File: config.mk
export PLATFORM = sky130hd
export DESIGN_NAME = muldiv4_cmd_seq
export DESIGN_NICKNAME = d
export VERILOG_FILES = /design/src/rtl/muldiv4_cmd_seq.sv
export SDC_FILE = /design/constraint.sdc
export NUM_CORES = 1
export LEC_CHECK = 0
export ABC_AREA = 1
export ABC_CLOCK_PERIOD_IN_PS = 2100
export CAP_MARGIN = 15
export CORE_MARGIN = 8
export CORE_UTILIZATION = 25
export CTS_CLUSTER_SIZE = 10
export DETAILED_ROUTE_END_ITERATION = 10
export SLEW_MARGIN = 25
export SYNTH_ARGS = -nofsm -noshare
export SYNTH_HDL_FRONTEND = slang
export SYNTH_SLANG_ARGS = --single-unit
File: constraint.sdc
create_clock -name clk -period 2.1 [get_ports clk]
set_input_delay 0.42 -clock clk [delete_from_list [all_inputs] [get_ports clk]]
set_output_delay 0.42 -clock clk [all_outputs]
set_load 0.05 [all_outputs]
File: src/rtl/muldiv4_cmd_seq.sv
// Command sequencer in front of the muldiv4 core: issues operand commands, waits for completion
// and queues results (or locally generated error results) in a first-word-fall-through FIFO.
module muldiv4_cmd_seq #(
    parameter int unsigned DEPTH   = 2,
    parameter int unsigned TIMEOUT = 15
) (
    input  logic       clk,
    input  logic       rst,
    input  logic [7:0] in_data,
    input  logic       in_op,
    input  logic       in_valid,
    output logic       in_ready,
    output logic [3:0] core_a,
    output logic [3:0] core_b,
    output logic       core_op,
    output logic       core_valid,
    input  logic       core_ready,
    input  logic       core_done,
    input  logic [7:0] core_result,
    output logic [7:0] out_data,
    output logic       out_err,
    output logic       out_valid,
    input  logic       out_ready,
    output logic       busy,
    output logic [7:0] err_count
);

    localparam int unsigned PW = $clog2(DEPTH);
    localparam int unsigned CW = $clog2(DEPTH) + 1;
    localparam logic [CW-1:0] DEPTH_C   = CW'(DEPTH);
    localparam logic [7:0]    TIMER_END = 8'(TIMEOUT - 1);

    typedef enum logic [1:0] {
        S_IDLE,
        S_ISSUE,
        S_WAIT
    } state_t;

    state_t          state_q, state_d;
    logic [7:0]      timer_q, timer_d;
    logic [3:0]      core_a_q, core_a_d;
    logic [3:0]      core_b_q, core_b_d;
    logic            core_op_q, core_op_d;
    logic            core_valid_q, core_valid_d;
    logic [8:0]      mem_q [DEPTH];
    logic [PW-1:0]   wr_ptr_q, wr_ptr_d;
    logic [PW-1:0]   rd_ptr_q, rd_ptr_d;
    logic [CW-1:0]   count_q, count_d;
    logic [CW-1:0]   remain;
    logic [7:0]      out_data_q, out_data_d;
    logic            out_err_q, out_err_d;
    logic            out_valid_q, out_valid_d;
    logic            in_ready_q, in_ready_d;
    logic            busy_q, busy_d;
    logic [7:0]      err_cnt_q, err_cnt_d;
    logic            accept, pop, push, push_err;
    logic [7:0]      push_data;

    always_comb begin
        state_d      = state_q;
        timer_d      = timer_q;
        core_a_d     = core_a_q;
        core_b_d     = core_b_q;
        core_op_d    = core_op_q;
        core_valid_d = core_valid_q;
        out_data_d   = out_data_q;
        out_err_d    = out_err_q;
        err_cnt_d    = err_cnt_q;
        push         = 1'b0;
        push_err     = 1'b0;
        push_data    = '0;
        accept       = in_valid & in_ready_q;
        pop          = out_valid_q & out_ready;

        case (state_q)
            S_IDLE: begin
                if (accept) begin
                    if (in_op && (in_data[3:0] == 4'd0)) begin
                        push      = 1'b1;
                        push_err  = 1'b1;
                        push_data = '1;
                    end else begin
                        state_d      = S_ISSUE;
                        core_a_d     = in_data[7:4];
                        core_b_d     = in_data[3:0];
                        core_op_d    = in_op;
                        core_valid_d = 1'b1;
                    end
                end
            end
            S_ISSUE: begin
                if (core_valid_q && core_ready) begin
                    state_d      = S_WAIT;
                    core_valid_d = 1'b0;
                    timer_d      = '0;
                end
            end
            S_WAIT: begin
                if (core_done) begin
                    state_d   = S_IDLE;
                    push      = 1'b1;
                    push_data = core_result;
                end else if (timer_q == TIMER_END) begin
                    state_d   = S_IDLE;
                    push      = 1'b1;
                    push_err  = 1'b1;
                    push_data = '1;
                end else begin
                    timer_d = timer_q + 8'd1;
                end
            end
            default: state_d = S_IDLE;
        endcase

        wr_ptr_d = wr_ptr_q + PW'(push);
        rd_ptr_d = rd_ptr_q + PW'(pop);
        remain   = count_q - CW'(pop);
        count_d  = remain + CW'(push);

        // Head register: a push into an otherwise-empty queue bypasses the memory.
        if (count_d != '0) begin
            if (remain == '0) begin
                out_data_d = push_data;
                out_err_d  = push_err;
            end else begin
                out_data_d = mem_q[rd_ptr_d][7:0];
                out_err_d  = mem_q[rd_ptr_d][8];
            end
        end

        if (push && push_err && (err_cnt_q != 8'hFF)) begin
            err_cnt_d = err_cnt_q + 8'd1;
        end

        out_valid_d = (count_d != '0);
        in_ready_d  = (state_d == S_IDLE) && (count_d < DEPTH_C);
        busy_d      = (state_d != S_IDLE);
    end

    always_ff @(posedge clk) begin
        if (rst) begin
            state_q      <= S_IDLE;
            timer_q      <= '0;
            core_a_q     <= '0;
            core_b_q     <= '0;
            core_op_q    <= 1'b0;
            core_valid_q <= 1'b0;
            wr_ptr_q     <= '0;
            rd_ptr_q     <= '0;
            count_q      <= '0;
            out_data_q   <= '0;
            out_err_q    <= 1'b0;
            out_valid_q  <= 1'b0;
            in_ready_q   <= 1'b0;
            busy_q       <= 1'b0;
            err_cnt_q    <= '0;
        end else begin
            state_q      <= state_d;
            timer_q      <= timer_d;
            core_a_q     <= core_a_d;
            core_b_q     <= core_b_d;
            core_op_q    <= core_op_d;
            core_valid_q <= core_valid_d;
            wr_ptr_q     <= wr_ptr_d;
            rd_ptr_q     <= rd_ptr_d;
            count_q      <= count_d;
            out_data_q   <= out_data_d;
            out_err_q    <= out_err_d;
            out_valid_q  <= out_valid_d;
            in_ready_q   <= in_ready_d;
            busy_q       <= busy_d;
            err_cnt_q    <= err_cnt_d;
            if (push) begin
                mem_q[wr_ptr_q] <= {push_err, push_data};
            end
        end
    end

    assign in_ready   = in_ready_q;
    assign core_a     = core_a_q;
    assign core_b     = core_b_q;
    assign core_op    = core_op_q;
    assign core_valid = core_valid_q;
    assign out_data   = out_data_q;
    assign out_err    = out_err_q;
    assign out_valid  = out_valid_q;
    assign busy       = busy_q;
    assign err_count  = err_cnt_q;

endmodule

==> impl_metrics.yaml, run 1 <==
worst_setup_path:
  worst-path-buf-inv: 1
  r2r_start: "timer_q[0]"
  crit_path_start_kind: "flop"
  crit_start: "err_count[2]"
  r2r_slack_ns: 0.16
  cp_slowest_cell: "clkdlybuf4s50_1"
  cp_data_arrival_time_ns: 1.62
  cp_slowest_stage_delay_ns: 0.86
  required_ns: 1.68
  end_kind: "primary output"
  critPathTopFamily: "buffers and inverters"
  cp_max_fo: 6
  path_class: "reg -> out"
  r2r_cells: 12
  worst_r2r_endpoint: "out_err"
  path_cells: "clkdlybuf4s50_1"
sta:
  period_share: 0.969
  holdWs_ns: 0.461
  rsz0062_at_grt: "false"
  finalHoldViolCount: 0
  drv_slew: 0
  setup_viol_count_final: 0
  relSlewSlack: 0.642
  fin_crit_ns: 2.04
  finalSetupTns_ns: 0
  worst_pin_slew_ns: 0.535
  finClkSkew_ns: 0.00924
  max_freq_mhz: 491
layout:
  drive_gt1_frac: 0.125
  layout_commonest_cell: "nand2_1"
  layout_common_cells: "110 x nand2_1, 55 x nor2_1, 52 x clkdlybuf4s50_1"
  postLayoutCoreUtil: 0.354
  design_area_um2: 4200
  nets: 502
  area_growth_pct: 40.2
  antennaDiodeCount: 0
  layoutNonFillerInstCount: 626
  fillers: 1197
global_route:
  gr-total-overflow: 0
  grt_pass1_vias: 2760
  grt_max_degree: 18
  antenna_found_initial: 0
  grt_pass1_wl_um: 13100
  grt_use_total: 0.103
cts:
  clock-sinks: 62
  cts_htree_levels: 3
  clock_latency_ns: 0.33
  cts_buffer_depth: 2
  cts.clk_slew.worst_paths_ns: 0.06
  cts_tree: "built"
  cts_root_buf: "clkbuf_16"
  postCtsHoldBufs: 0
  numCtsBuffers: 9
routing:
  wl_per_cell_um: 12.5
  drc: 0
  totalWireLength_um: 7840
  vias: 2750
  drt-initial-drc-count: 77
  viasPerCell: 4.39
  drtPass1Iterations: 4
  ant_nets: 0
yosys:
  syn_avg_cell_area_um2: 7.58
  post_synth_instance_area_um2: 2990
  yosysWarnings: 0
  synth_area_leaders: "dfxtp_1 29%, edfxtp_1 18%, nand2_1 14%, nor2_1 6.9%, nand3_1 5.7%"
  synth_nets: 423
  synth_top_area_frac: 0.294
  yosysSeqAreaShare: 0.475
  syn_inst: 395
  ys_types: 30
  ys_ff_latch: 62
  synth_top_cell_by_area: "dfxtp_1"
status:
  status: "completed"
placed_design:
  gp_congestion: 0.810
  postPlaceCellArea_um2: 3860
  dp.cells: 610
  place.port_buffers: 52
  hpwl_um: 5750
die:
  fp-row-count: 40
  core-area_um2: 11900
  dieArea_um2: 15700
  initial_core_util: 0.252
  die_y_um: 125
  io_pins: 53
  fp.dieW_um: 125
power:
  ir_worst_vdd_v: 0.000491
  p_leak_nw: 1.87
  powerDensity_nw_per_um2: 947
job:
  cap_violations: 0
min_path:
  whs_endpoint: "core_b[2]"
  min_path_type: "reg -> reg"
  hold_path_depth: 2
  worstHoldStart: "core_b[2]"
-- layer usage --
| metal | global-route usage | vias up | share of wire |
|---|---|---|---|
| li1 | - | 1431 | - |
| met1 | 0.125 | 1260 | 0.47 |
| met2 | 0.166 | 49 | 0.46 |
| met3 | 0.0280 | 10 | 0.048 |
| met4 | 0.0494 | 0 | 0.018 |
| met5 | 0 | - | 0 |
-- metrics by stage --
stage          setup WS, ns  power, W
5_1_grt             0.00188   0.00417
2_1_floorplan        0.0920   0.00199
6_report             0.0646   0.00397
3_5_place_dp         -0.272   0.00239
3_3_place_gp         -0.234   0.00238
4_1_cts              0.0394   0.00400
-- tightest hold or removal path: stages (launching register included) --
cell     delay, ns
dfxtp_1       0.30
nand2_1       0.06
a21oi_1       0.05
-- cells by family after synthesis --
family                     share of synthesized area
xor gates and xnor gates                      0.0176
DFF                                            0.475
AOI/OAI and AO/OA                             0.0782
buffers and inverters                         0.0778
adders and majority gates                     0.0209
and+or+nand+nor                                0.331
-- sequential cells by signal, indices dropped and copies added (netlist names) --
signal,cells
mem_q,18
err_count,8
out_data,8
timer_q,8
core_a,4
core_b,4
count_q,2
state_q,2
busy,1
core_op,1
core_valid,1
in_ready,1
out_err,1
out_valid,1
rd_ptr_q,1
wr_ptr_q,1
-- cells in the mapped netlist --
cell / n
nand2_8: 1
ha_1: 5
o22ai_1: 1
xnor2_1: 2
edfxtp_1: 18
o21ai_0: 9
a21oi_1: 29
xor2_1: 4
nand2_4: 4
buf_4: 1
buf_12: 1
nand3_1: 34
buf_2: 2
dfxtp_1: 44
inv_2: 1
nand4_1: 6
o211ai_1: 1
nor2_2: 4
o21bai_1: 1
nor2_1: 55
inv_1: 45
nand2_2: 1
nand3_2: 3
nor3_1: 2
buf_6: 1
clkbuf_1: 3
a31oi_1: 2
nor2_4: 2
nand2_1: 111
o21ai_1: 2
-- worst max-delay path by stage --
| stage | endpoint | slack [ns] | cells after the start |
|---|---|---|---|
| floorplan | out_data[0] | 0.09 | 10 |
| global placement | out_data[1] | -0.23 | 12 |
| detailed placement | out_data[6] | -0.27 | 14 |
| CTS | err_count[2] | 0.04 | 1 |
| global route | err_count[2] | 0.002 | 1 |
| finish | err_count[2] | 0.06 | 1 |
-- power by group --
part | internal [W] | switching, W | total [W]
Combinational | 0.000391 | 0.000639 | 0.00103
Sequential | 0.00131 | 0.0000483 | 0.00135
Clock | 0.00104 | 0.000546 | 0.00159
Total | 0.00274 | 0.00123 | 0.00397
-- layout make-up --
class	instances	area, um2	area share
Timing Repair Buffer	76	738	0.176
Sequential cell	62	1420	0.339
Tap cell	147	184	0.0438
Inverter	46	173	0.0411
Multi-Input combinational cell	279	1360	0.323
Clock inverter	7	96.3	0.0230
Clock buffer	9	225	0.0537
-- timing repair --
action                     in CTS  in global routing
setup buffers                   0                  0
gates resized for setup         1                  4
setup endpoints to repair       2                  9
hold endpoints to repair        0                  0
No activity file was read; power rests on OpenSTA's default activity.
==> inputs of run 2 (changes only) <==
--- a/config.mk
+++ b/config.mk
@@ -12,6 +12,7 @@
 export CORE_UTILIZATION = 25
 export CTS_CLUSTER_SIZE = 10
 export DETAILED_ROUTE_END_ITERATION = 10
+export SKIP_CTS_REPAIR_TIMING = 1
 export SLEW_MARGIN = 25
 export SYNTH_ARGS = -nofsm -noshare
 export SYNTH_HDL_FRONTEND = slang
==> results of run 2 <==
The final DEF is identical to that of run 1; final timing and power are the same.
==> inputs of run 3 (changes only) <==
--- a/config.mk
+++ b/config.mk
@@ -12,6 +12,7 @@
 export CORE_UTILIZATION = 25
 export CTS_CLUSTER_SIZE = 10
 export DETAILED_ROUTE_END_ITERATION = 10
+export REMOVE_ABC_BUFFERS = 1
 export SKIP_CTS_REPAIR_TIMING = 1
 export SLEW_MARGIN = 25
 export SYNTH_ARGS = -nofsm -noshare
==> impl_metrics.yaml, run 3 (same netlist as run 1, synthesis figures left out) <==
status:
  status: "completed"
layout:
  drive_gt1_frac: 0.126
  antennaDiodeCount: 0
  postLayoutCoreUtil: 0.356
  area_growth_pct: 41.1
  top_register: "mem_q"
  layout_common_cells: "110 x nand2_1, 55 x nor2_1, 52 x clkdlybuf4s50_1"
  layout_commonest_cell: "nand2_1"
  largest_register_ffs: 18
  nets: 506
global_route:
  grt_pass1_wl_um: 12800
  grt_pass1_vias: 2743
  grt_use_total: 0.100
  antenna_found_initial: 0
  grt_max_degree: 17
  gr-total-overflow: 0
power:
  p_leak_nw: 1.89
  powerDensity_nw_per_um2: 936
  ir_worst_vdd_v: 0.000393
  power_w: 0.00395
worst_setup_path:
  path_class: "reg -> out"
  cp_slowest_cell: "clkdlybuf4s50_1"
  required_ns: 1.68
  worst-path-buf-inv: 1
  cp_slowest_stage_delay_ns: 0.84
  cp_data_arrival_time_ns: 1.59
  path_cells: "clkdlybuf4s50_1"
  end_kind: "primary output"
  crit_path_start_kind: "flop"
  critPathTopFamily: "buffers and inverters"
  cp_max_fo: 5
cts:
  cts_root_buf: "clkbuf_16"
  cts_buffer_depth: 2
  clock-sinks: 62
  cts_tree: "built"
  cts_htree_levels: 3
  clock_latency_ns: 0.32
  numCtsBuffers: 9
  cts.clk_slew.worst_paths_ns: 0.05
sta:
  period_share: 0.956
  setup_viol_count_final: 0
  relSlewSlack: 0.641
  max_freq_mhz: 498
  finalHoldViolCount: 0
  worst_slack_ns: 0.0930
  worst_pin_slew_ns: 0.537
  fin_crit_ns: 2.01
  drv_slew: 0
  finClkSkew_ns: 0.00587
placed_design:
  hpwl_um: 5680
  place.port_buffers: 52
  post-place-ws_ns: -0.319
  gp_congestion: 0.748
min_path:
  min_path_type: "reg -> reg"
routing:
  vias: 2750
  wl_per_cell_um: 12.2
  totalWireLength_um: 7660
  ant_nets: 0
  drt-initial-drc-count: 127
  drtPass1Iterations: 4
  viasPerCell: 4.37
  drc: 0
die:
  io_pins: 53
  initial_core_util: 0.252
  core-area_um2: 11900
  dieArea_um2: 15700
  fp.dieW_um: 125
  die_y_um: 125
  fp-row-count: 40
job:
  cap_violations: 0
[run 3: cell types whose count changed in the layout (fill, tap and decap cells not counted), sizes merged]
cell / before / now
clkbuf: 9 / 12
inv: 48 / 46
clkinv: 3 / 2
buf: 24 / 28
[run 3: final timing paths]
path / slack [ns] / depth (start not counted) / from / endpoint
worst max-delay path: 0.09 / 1 / err_count[7] / err_count[7]
worst min-delay path: 0.45 / 2 / out_data[5] / out_data[5]
worst max register to register: 0.22 / 13 / timer_q[0] / out_data[4]
worst min register to register: 0.45 / 2 / out_data[5] / out_data[5]
[run 3: metrics by stage]
stage	std cells	setup TNS, ns	instance area [um2]	hold WS [ns]
final	630	0	4220	0.450
after detailed placement	614	-2.64	3880	0.448
after global placement	614	-2.06	3880	0.445
after CTS	630	0	4200	0.453
after global routing	630	-0.00240	4220	0.472
after floorplan	387	-0.377	2930	0.459
[run 3: area by class of cell]
class                      instances  area [um2]
timing repair buffer              80         768
multi-input combinational        279        1360
sequential                        62        1420
inverter                          46         173
clock inverter                     4        70.1
fill                            1185        7640
clock buffer                      12         246
tap                              147         184
[run 3: power breakdown]
group	switching (W)	internal, W	leakage, nW
logic	0.000636	0.000399	1.22
registers	0.0000454	0.00131	0.512
clock network	0.000501	0.00107	0.157
total	0.00118	0.00277	1.89
[run 3: routing by layer]
layer  wire [um]  share of wire  up-vias  GRT usage
met2        3770           0.49       44      0.173
met3         340          0.044       10     0.0314
met4         133          0.017        0     0.0444
met1        3410           0.45     1264      0.111
li1            -              -     1432          -
met5           0              0        -          0
